### src/rtl/result_write_buffer.sv
// result_write_buffer: FIFO for result words with frame-completion pulse;
// define RWB_OVF_FLAG_EN to add the sticky overflow flag.
module result_write_buffer #(
   parameter int DW        = 8,
   parameter int DEPTH     = 4,
   parameter int FRAME_LEN = 4
) (
   input  logic                       clk,
   input  logic                       rst,
   input  logic                       wr_req,
   input  logic [DW-1:0]              wr_data,
   output logic                       full,
   output logic                       out_valid,
   output logic [DW-1:0]              out_data,
   input  logic                       out_ready,
   output logic [$clog2(DEPTH):0]     count,
   output logic                       frame_done,
   input  logic                       ovf_clr,
   output logic                       ovf
);
   localparam int AW = $clog2(DEPTH);
   localparam int FW = FRAME_LEN > 1 ? $clog2(FRAME_LEN) : 1;
   logic [DW-1:0] mem [DEPTH];
   logic [AW-1:0] wr_ptr, rd_ptr;
   logic [FW-1:0] frame_cnt;
   logic          push, pop, frame_end;
   assign full      = count == (AW+1)'(DEPTH);
   assign out_valid = count != '0;
   assign push      = wr_req && !full;
   assign pop       = out_valid && out_ready;
   assign out_data  = mem[rd_ptr];
   assign frame_end = pop && frame_cnt == FW'(FRAME_LEN-1);
   always_ff @(posedge clk)
      if (push) mem[wr_ptr] <= wr_data;
   always_ff @(posedge clk or posedge rst)
      if (rst) begin
         wr_ptr     <= '0;
         rd_ptr     <= '0;
         count      <= '0;
         frame_cnt  <= '0;
         frame_done <= 1'b0;
      end else begin
         if (push) wr_ptr <= wr_ptr + AW'(1);
         if (pop) rd_ptr <= rd_ptr + AW'(1);
         count <= count + (AW+1)'(push) - (AW+1)'(pop);
         if (pop) frame_cnt <= frame_end ? '0 : frame_cnt + FW'(1);
         frame_done <= frame_end;
      end
`ifdef RWB_OVF_FLAG_EN
   // set takes priority over clear
   always_ff @(posedge clk or posedge rst)
      if (rst) ovf <= 1'b0;
      else if (wr_req && full) ovf <= 1'b1;
      else if (ovf_clr) ovf <= 1'b0;
`else
   logic unused_ovf_clr;
   assign unused_ovf_clr = ovf_clr;
   assign ovf = 1'b0;
`endif
endmodule

### config.mk
export PLATFORM = sky130hd
export DESIGN_NAME = result_write_buffer
export DESIGN_NICKNAME = d
export VERILOG_FILES = /design/src/rtl/result_write_buffer.sv
export SDC_FILE = /design/constraint.sdc
export NUM_CORES = 1
export LEC_CHECK = 0
export CAP_MARGIN = 10
export CORE_AREA = 5 5 63 65
export DETAILED_ROUTE_END_ITERATION = 16
export DIE_AREA = 0 0 68 70
export PLACE_DENSITY_LB_ADDON = 0.15
export SYNTH_ARGS = -nofsm -noshare
export SYNTH_HDL_FRONTEND = slang
export SYNTH_SLANG_ARGS = --single-unit
### constraint.sdc
create_clock -name clk -period 4.9 [get_ports clk]
set_input_delay 0.98 -clock clk [delete_from_list [all_inputs] [get_ports clk]]
set_output_delay 0.98 -clock clk [all_outputs]
set_load 0.01 [all_outputs]
After elaboration in Yosys (flattened, before gate mapping):

Memory sizes are Yosys's and may differ from the RTL's.
Cells that the tools add are included.

* bits in registers: 10
* bits in writable memories: 32
* output and inout port bits: 15
* word-level logic and storage cells: 21
* memories: 1

Memory list
* mem: depth 4, width 8, read ports 1, clocked after Yosys merged registers in 0, write ports 1, RTL line 23 `logic [DW-1:0] mem [DEPTH];`

* $add $sub $neg: 5
* equal/unequal tests: 2
* multiplexer cells: 3
* reduce and logical (&&, ||, !) cells: 5

Operators by type and width (number)
* adder 2 x 1 -> 2 bit, second input constant: 3
* adder 3 x 1 -> 3 bit: 1
* equality test 3 bit, second input constant: 1
* logical AND 1 bit: 3
* nonzero test 3 bit: 1
* subtractor 3 x 1 -> 3 bit: 1
* equality test 2 bit, second input constant: 1
* two-way mux 1 bit: 2
* two-way mux 2 bit: 1
* zero test 1 bit: 1

Depth between registers and ports, before layout:

Gate-level depths: netlist of run 1.

* depth after elaboration: 5
* depth in mapped cells: 9
* gate-level depth less buffers: 8

Worst setup path before layout of run 1:

Ideal clock, no wire load.

* kind: input to register
* from: input port out_ready
* to: register count[2]
* setup time: 0.131 ns
* arrival time: 2.207 ns
* data required time: 4.769 ns
* setup slack: 2.562 ns
* stages: 7
* buffers on the path: 0
* cell sequence: o31a_4 ha_1 inv_1 ha_1 fa_1 xor2_1 xnor2_1

* word-level cells in the longest chain between the ends: 2

RTL lines
* from (decl): RTL line 15 `input logic out_ready,`
* logical AND 1 bit: RTL line 30 `assign pop = out_valid && out_ready;`
* subtractor 3 x 1 -> 3 bit: RTL line 45 `count <= count + (AW+1)'(push) - (AW+1)'(pop);`
* to (signal assigned): RTL line 45
* to (decl): RTL line 16 `output logic [$clog2(DEPTH):0] count,`

No other way between the ends.
A chain may end at the register's enable or synchronous reset.

Worst setup path after layout of run 1:

* from: register rd_ptr[0]
* to: output port out_data[6]

* word-level cells in the longest chain between the ends: 1

RTL lines
* from (decl): RTL line 24 `logic [AW-1:0] wr_ptr, rd_ptr;`
* from (signal assigned): RTL line 44 `if (pop) rd_ptr <= rd_ptr + AW'(1);`
* memory read (4 x 8 bit)
* to (decl): RTL line 14 `output logic [DW-1:0] out_data,`

No other way between the ends.

==> out/results.ini, run 1 <==
[run_status]
status=finished, final reports clean

[clock_tree]
htree_levels=2
cts_hold_buffers=0
path_clk_slew_ps=110
postCtsResizedCells=0
cts_buffers=5
cts.path.max_buffers=2
cts_tree=done
cts_root_buffer=clkbuf_4
cts_sinks=42
clk_latency_ps=330
post_cts_buffers=0

[worst_setup_path]
path_class=flop to primary output
required_ps=3920
cp-start-kind=flop
r2r_slack_ps=2660
reg2regPathDepth=7
r2r_start=count[1]$_DFF_PP0_
path_max_fanout=10
startpoint=rd_ptr[0]$_DFFE_PP0P_
crit_arrival_ps=2150
cp-endpoint=out_data[6]
reg2reg_to=count[2]$_DFF_PP0_
worstSetupEndpointType=primary output

[grt]
grt_pass1_wl_microns=4780
grt_antenna_before_repair=0
grt_util_all_layers=0.139
grt_max_degree=13
grt_pass1_vias=989
grt-ovfl-total=0

[finish]
drive_gt1_frac=0.163
area.growth.synth_to_final_pct=19.9
antenna_cells=0
nets=143
post-route-util=0.651

[routing]
first_pass_iters=4
avgViaCountPerCell=5.09
vias=861
ant_nets=0
drc_errors=0
avgRoutedWirePerCell_microns=16.7
drtIter0Drc=61
wirelength_microns=2820

[yosys]
synthFlopType=edfxtp_1
yosys.area.top_type_share=0.539
synth.distinct_cells=25
netlist_instances=94
synth.avg_cell_area_sq_um=19.0
synth_seq_cells=42
post-synth-top-count-cell=edfxtp_1
synth_common_cells=edfxtp_1 (32), dfrtp_1 (10), mux4_2 (8)
yosysTopAreaCell=edfxtp_1
synthArstFlopShare=0.238
synthTopCellsByArea=edfxtp_1 (54%), dfrtp_1 (14%), mux4_2 (10%)
yosysSeqAreaShare=0.679
synth_nets=115
synth_edf_count=32
yosys_warnings=0
syn_area_sq_um=1780

[pwr]
pwr_density_cell_nw_per_um2=581
ir_drop_v=0.000375
p_total_w=0.00124
power.leakage_nw=0.791

[timing]
finalCritPeriodShare=0.639
tns_ps=0
fin_skew_ps=3.47
worst_pin_slew_ps=602
slew_headroom=0.599
fmax_mhz=319
finalMaxSlewViolations=0
hold_viol=0
setup_viol=0
fin_crit_ps=3130
rsz0062_at_grt=no

[floorplanning]
core-area_sq_um=3280
die_height_microns=70
dieArea_sq_um=4760
ioPinCount=28
rows=21
initial_core_util=0.543
die_w_microns=68

[flow_run]
maxCapViolCount=0

[place]
dp_hpwl_microns=2030
gp_congestion=0.737
port_buffers=25

[hold_path]
min_path_type=flop to flop

routing by layer:
metal  track usage  share of wire
met1         0.171           0.42
met2         0.225           0.53
met3        0.0577          0.050
met4        0.0331         0.0046
met5             0              0
worst max-delay path, stage by stage (launching register included):
cell,delay [ps]
dfrtp_1,740
mux4_2,590
clkdlybuf4s50_1,490
sequential cells by signal, indices dropped and copies added (netlist names):
name / cells
count: 3
frame_cnt: 2
frame_done: 1
mem: 32
rd_ptr: 2
wr_ptr: 2
power by group:
| part | leakage [nW] | total (W) | internal [W] | switching (W) |
|---|---|---|---|---|
| logic | 0.339 | 0.000450 | 0.000280 | 0.000170 |
| registers | 0.413 | 0.000587 | 0.000484 | 0.000103 |
| clock network | 0.0395 | 0.000206 | 0.000108 | 0.0000974 |
| total | 0.791 | 0.00124 | 0.000872 | 0.000370 |
how the worst min path moves through the flow:
stage / slack, ps / end / from / cells past startpoint
after CTS: 530 / frame_cnt[1]$_DFFE_PP0P_ / frame_cnt[1]$_DFFE_PP0P_ / 1
after floorplan: 490 / frame_cnt[1]$_DFFE_PP0P_ / frame_cnt[1]$_DFFE_PP0P_ / 1
after global placement: 500 / frame_cnt[1]$_DFFE_PP0P_ / frame_cnt[1]$_DFFE_PP0P_ / 1
after detailed placement: 500 / frame_cnt[1]$_DFFE_PP0P_ / frame_cnt[1]$_DFFE_PP0P_ / 1
after global routing: 560 / frame_cnt[1]$_DFFE_PP0P_ / frame_cnt[1]$_DFFE_PP0P_ / 1
final: 530 / frame_cnt[1]$_DFFE_PP0P_ / frame_cnt[1]$_DFFE_PP0P_ / 1
cell families (layout without fill, tap and decap cells):
group                      after synthesis  count (layout)  synth area share
xor gates and xnor gates                 4               4            0.0197
AOI/OAI and AO/OA                        4               4            0.0232
buffers and inverters                   10              39            0.0281
and+or+nand+nor                         15              15            0.0695
adders and majority gates                8               8            0.0603
muxes                                   10              10             0.118
other                                    1               1           0.00210
DFF                                     42              42             0.679
cell usage in the layout, fill, tap and decap left out:
| cell | instances |
|---|---|
| nand4bb_1 | 2 |
| nor2_1 | 1 |
| fa_1 | 1 |
| mux2_4 | 2 |
| conb_1 | 1 |
| inv_1 | 6 |
| clkbuf_4 | 5 |
| o311ai_0 | 1 |
| xor2_1 | 2 |
| dfrtp_1 | 10 |
| clkbuf_1 | 2 |
| mux4_2 | 8 |
| or3_2 | 1 |
| edfxtp_1 | 32 |
| o211ai_1 | 2 |
| xnor2_1 | 2 |
| and3b_1 | 4 |
| nand2_1 | 1 |
| clkdlybuf4s50_1 | 25 |
| ha_1 | 7 |
| nor3b_4 | 1 |
| and2_2 | 1 |
| o31a_4 | 1 |
| nand2b_1 | 4 |
| bufinv_16 | 1 |
area by class of cell:
| class | instances | area, sq um |
|---|---|---|
| sequential | 42 | 1210 |
| fill | 245 | 1150 |
| multi-input combinational | 42 | 522 |
| timing repair buffer | 25 | 250 |
| tap | 46 | 57.6 |
| clock buffer | 7 | 45.0 |
| clock inverter | 1 | 30.0 |
| inverter | 6 | 22.5 |
through the flow:
stage | worst slack, ps | instance area [sq um] | hold WS, ps | std cells
final | 1770 | 2140 | 527 | 169
after global routing | 1610 | 2140 | 560 | 169
after CTS | 1700 | 2140 | 533 | 169
after detailed placement | 1860 | 2060 | 500 | 161
after global placement | 1950 | 2060 | 498 | 161
after floorplan | 2560 | 1780 | 486 | 94
Power figures use the tool's default switching activity.
==> run 2, diff against run 1 <==
--- a/config.mk
+++ b/config.mk
@@ -6,9 +6,9 @@
 export NUM_CORES = 1
 export LEC_CHECK = 0
 export CAP_MARGIN = 10
-export CORE_AREA = 5 5 63 65
+export CORE_AREA = 5 5 65 67
 export DETAILED_ROUTE_END_ITERATION = 16
-export DIE_AREA = 0 0 68 70
+export DIE_AREA = 0 0 70 72
 export PLACE_DENSITY_LB_ADDON = 0.15
 export SYNTH_ARGS = -nofsm -noshare
 export SYNTH_HDL_FRONTEND = slang
==> constraint.sdc (replaced) <==
create_clock -name clk -period 2.9 [get_ports clk]
set_input_delay 0.58 -clock clk [delete_from_list [all_inputs] [get_ports clk]]
set_output_delay 0.58 -clock clk [all_outputs]
set_load 0.01 [all_outputs]
==> out/results.ini, run 2 (synthesis results as in run 1) <==
[routing]
first_pass_iters=4
drc_errors=0
drtIter0Drc=48
vias=886
met3_length_microns=118
wl_met1_microns=1200
dr_wl_met2_microns=1440
maxUsedRoutingLayer=met4
wirelength_microns=2810
avgRoutedWirePerCell_microns=16.3
ant_nets=0
avgViaCountPerCell=5.15

[clock_tree]
postCtsResizedCells=0
htree_levels=2
path_clk_slew_ps=120
cts_sinks=42
cts.path.max_buffers=2
cts_hold_buffers=0
cts_buffers=5
cts_tree=done
cts_root_buffer=clkbuf_4
post_cts_buffers=0
clk_latency_ps=350

[floorplanning]
ioPinCount=28
rows=22
die_height_microns=72
dieArea_sq_um=5040
initial_core_util=0.498
core-area_sq_um=3580
die_w_microns=70

[worst_setup_path]
path_max_fanout=8
cpMaxStageDelayCell=mux4_2
startpoint=rd_ptr[0]$_DFFE_PP0P_
path_class=flop to primary output
cp_cell_sequence=buf_4, mux4_2, clkdlybuf4s50_1
crit_path_max_incr_delay_ps=520
required_ps=2320
cp-start-kind=flop
r2r_start=count[1]$_DFF_PP0_
crit_arrival_ps=1980
worstSetupEndpointType=primary output

[grt]
grt-ovfl-total=0
grt_pass1_vias=953
grt_pass1_wl_microns=4680
grt_util_all_layers=0.122
grt_antenna_before_repair=0
grt_max_degree=14

[place]
pre_cts_slack_ps=337
dp_hpwl_microns=1940
dpl.cell_count=164
gp_congestion=0.710
port_buffers=25

[flow_run]
maxCapViolCount=0

[timing]
fmax_mhz=391
rsz0062_at_grt=no
setup_viol=0
finalCritPeriodShare=0.882
finalMaxSlewViolations=0
fin_crit_ps=2560
fin_skew_ps=5.27
hold_viol=0
layout_setup_ws_ps=342
tns_ps=0

[finish]
final_common_cell=edfxtp_1
area.growth.synth_to_final_pct=19.3
largest_reg_flops=32
fillCellCount=301
antenna_cells=0
nets=144
instances_no_fill=172
layout_common_cells=edfxtp_1 (32), clkdlybuf4s50_1 (25), dfrtp_1 (10), mux4_2 (8), ha_1 (7)
drive_gt1_frac=0.177
post-route-util=0.594
largestRegisters=mem x32, count x3
regMostFlops=mem

[pwr]
p_switching_w=0.000650
ir_drop_v=0.000436
netSwitchingFraction=0.318
pwr-share-clk=0.136
power.leakage_nw=0.785
p_total_w=0.00204
internal_power_w=0.00139
seq_power_share=0.471
combPwrFrac=0.393
pwr_density_cell_nw_per_um2=960

[hold_path]
min_path_type=primary input to async pin

[run_status]
status=finished, final reports clean

==> run 2: changes by cell type in the layout (fill, tap and decap cells not counted) <==
cell        delta
bufinv_16      -1
clkinvlp_4     +1
clkinv_1       +1
clkbuf_1       -2
buf_4          +1
clkinv_2       +1
==> run 2: power groups by stage <==
stage | sequential [W] | combinational (W) | clock [W]
after global placement | 0.000962 | 0.000798 | 0
final | 0.000960 | 0.000803 | 0.000278
after CTS | 0.000963 | 0.000824 | 0.000286
after floorplan | 0.000912 | 0.000538 | 0
after global routing | 0.000983 | 0.000883 | 0.000313
after detailed placement | 0.000974 | 0.000825 | 0
==> run 2: final cells by class <==
cell class | count | area, sq um | share of cell area
flip-flops and latches | 42 | 1210 | 0.569
multi-input cells | 42 | 522 | 0.245
repair buffers | 26 | 258 | 0.121
well taps | 48 | 60.1 | 0.0282
clock buffers | 5 | 37.5 | 0.0176
inverters | 6 | 22.5 | 0.0106
clock inverters | 3 | 16.3 | 0.00765
==> run 2: worst paths after layout <==
path / endpoint / slack, ps / depth (start not counted)
max: out_data[3] / 340 / 3
min: count[0]$_DFF_PP0_ / 500 / 2
min reg2reg: rd_ptr[0]$_DFFE_PP0P_ / 500 / 1
max in group asynchronous: rd_ptr[0]$_DFFE_PP0P_ / 2130 / 2
max reg2reg: count[2]$_DFF_PP0_ / 690 / 7
min in group clk: rd_ptr[0]$_DFFE_PP0P_ / 500 / 1
==> run 2: critical path, delay by kind of cell, from the launching register on <==
family / cells / cell delay [ps]
DFF: 1 / 400
muxes: 1 / 520
buffers and inverters: 2 / 710
==> run 2: per-stage QoR <==
stage          area (sq um)  hold slack [ps]
3_5_place_dp           2070              483
5_1_grt                2130              521
4_1_cts                2130              499
2_1_floorplan          1780              420
3_3_place_gp           2070              475
6_report               2130              499
==> run 2: metal layers <==
| layer | GRT usage | up-vias |
|---|---|---|
| met5 | 0 | - |
| met4 | 0.0447 | 0 |
| met3 | 0.0402 | 4 |
| met2 | 0.207 | 22 |
| met1 | 0.147 | 448 |
| li1 | - | 412 |
==> run 3, diff against run 2 <==
--- a/config.mk
+++ b/config.mk
@@ -6,9 +6,9 @@
 export NUM_CORES = 1
 export LEC_CHECK = 0
 export CAP_MARGIN = 10
-export CORE_AREA = 5 5 65 67
+export CORE_AREA = 5 5 59 74
 export DETAILED_ROUTE_END_ITERATION = 16
-export DIE_AREA = 0 0 70 72
+export DIE_AREA = 0 0 64 79
 export PLACE_DENSITY_LB_ADDON = 0.15
 export SYNTH_ARGS = -nofsm -noshare
 export SYNTH_HDL_FRONTEND = slang
==> out/results.ini, run 3 (synthesis results as in run 1) <==
[pwr]
pwr-share-clk=0.180
seq_power_share=0.462
ir_drop_v=0.000656
pwr_density_cell_nw_per_um2=991
internal_power_w=0.00149
combPwrFrac=0.358
netSwitchingFraction=0.304
power.leakage_nw=0.803
p_switching_w=0.000651

[timing]
finalCritPeriodShare=0.909
rsz0062_at_grt=no
fmax_mhz=379
hold_ws_ps=524
tns_ps=0
layout_setup_ws_ps=263
fin_crit_ps=2640
worst_pin_slew_ps=552
slew_headroom=0.632
hold_viol=0
fin_skew_ps=3.00
finalMaxSlewViolations=0
setup_viol=0

[floorplanning]
initial_core_util=0.487
die_w_microns=64
rows=25
dieArea_sq_um=5060
die_height_microns=79
ioPinCount=28
core-area_sq_um=3660

[grt]
grt_util_all_layers=0.126
grt_antenna_before_repair=0
grt_pass1_wl_microns=4790
grt_pass1_vias=977
grt_max_degree=14
grt-ovfl-total=0

[place]
gp_congestion=0.696
placed_area_sq_um=2060
pre_cts_slack_ps=287
port_buffers=25
dp_hpwl_microns=1940

[hold_path]
min_path_type=flop to flop

[finish]
post-route-util=0.590
antenna_cells=0
final_common_cell=edfxtp_1
regMostFlops=mem
drive_gt1_frac=0.185
fin_area_sq_um=2160
area.growth.synth_to_final_pct=21.1
nets=144
layout_common_cells=edfxtp_1 (32), clkdlybuf4s50_1 (25), dfrtp_1 (10), mux4_2 (8), ha_1 (7)
largest_reg_flops=32
largestRegisters=mem x32, count x3

[worst_setup_path]
crit_path_max_incr_delay_ps=700
path_class=flop to primary output
crit_family=flip-flops
cp_cell_sequence=mux4_2, clkdlybuf4s50_1
crit_buf_inv=1
cp-start-kind=flop
crit_arrival_ps=2060
required_ps=2320
path_max_fanout=9
cpMaxStageDelayCell=dfrtp_1
worstSetupEndpointType=primary output

[run_status]
status=finished, final reports clean

[routing]
drc_errors=0
first_pass_iters=4
ant_nets=0
drtIter0Drc=11
avgViaCountPerCell=5.48
wirelength_microns=2830
vias=898
avgRoutedWirePerCell_microns=17.3

[clock_tree]
cts_root_buffer=clkbuf_8
cts.path.max_buffers=2
post_cts_buffers=0
postCtsResizedCells=0
htree_levels=2
cts_tree=done
cts_buffers=5
clk_latency_ps=290
cts_hold_buffers=0
path_clk_slew_ps=80
cts_sinks=42

[flow_run]
maxCapViolCount=0

-- run 3: metal layers --
metal	wire (microns)	GRT usage	up-vias
met4	57	0.0624	0
li1	-	-	412
met1	1100	0.138	454
met2	1510	0.211	26
met3	164	0.0495	6
met5	0	0	-
-- run 3: path summary, 6_finish.rpt --
kind	start	to	slack, ps	cells after the start
max	rd_ptr[0]$_DFFE_PP0P_	out_data[7]	260	2
min	frame_cnt[1]$_DFFE_PP0P_	frame_cnt[1]$_DFFE_PP0P_	520	1
max reg2reg	count[1]$_DFF_PP0_	count[2]$_DFF_PP0_	690	7
min reg2reg	frame_cnt[1]$_DFFE_PP0P_	frame_cnt[1]$_DFFE_PP0P_	520	1
max in group asynchronous	rst	wr_ptr[1]$_DFFE_PP0P_	2050	2
min in group asynchronous	rst	count[2]$_DFF_PP0_	570	2
-- run 3: cell type report --
type,instances,area (sq um)
Clock buffer,6,82.6
Clock inverter,2,12.5
Fill cell,299,1500
Inverter,6,22.5
Multi-Input combinational cell,42,522
Sequential cell,42,1210
Tap cell,40,50.0
Timing Repair Buffer,26,258
-- run 3: power groups by stage --
stage / logic (W) / clock network, W / registers [W]
detailed placement: 0.000783 / 0 / 0.00101
floorplan: 0.000538 / 0 / 0.000912
global route: 0.000834 / 0.000420 / 0.00102
finish: 0.000767 / 0.000385 / 0.000988
global placement: 0.000762 / 0 / 0.000999
CTS: 0.000786 / 0.000398 / 0.000995
-- run 3: stage by stage --
stage                     std cells  power [W]
after global routing            164    0.00227
after floorplan                  94    0.00145
after global placement          156    0.00176
after detailed placement        156    0.00179
after CTS                       164    0.00218
final                           164    0.00214
-- run 3: worst reg2reg max path: stages (launching register included) --
cell and delay [ps]:
dfrtp_1 510, o31a_4 420, ha_1 280, inv_1 40, ha_1 190, fa_1 370, xor2_1 160, xnor2_1 130
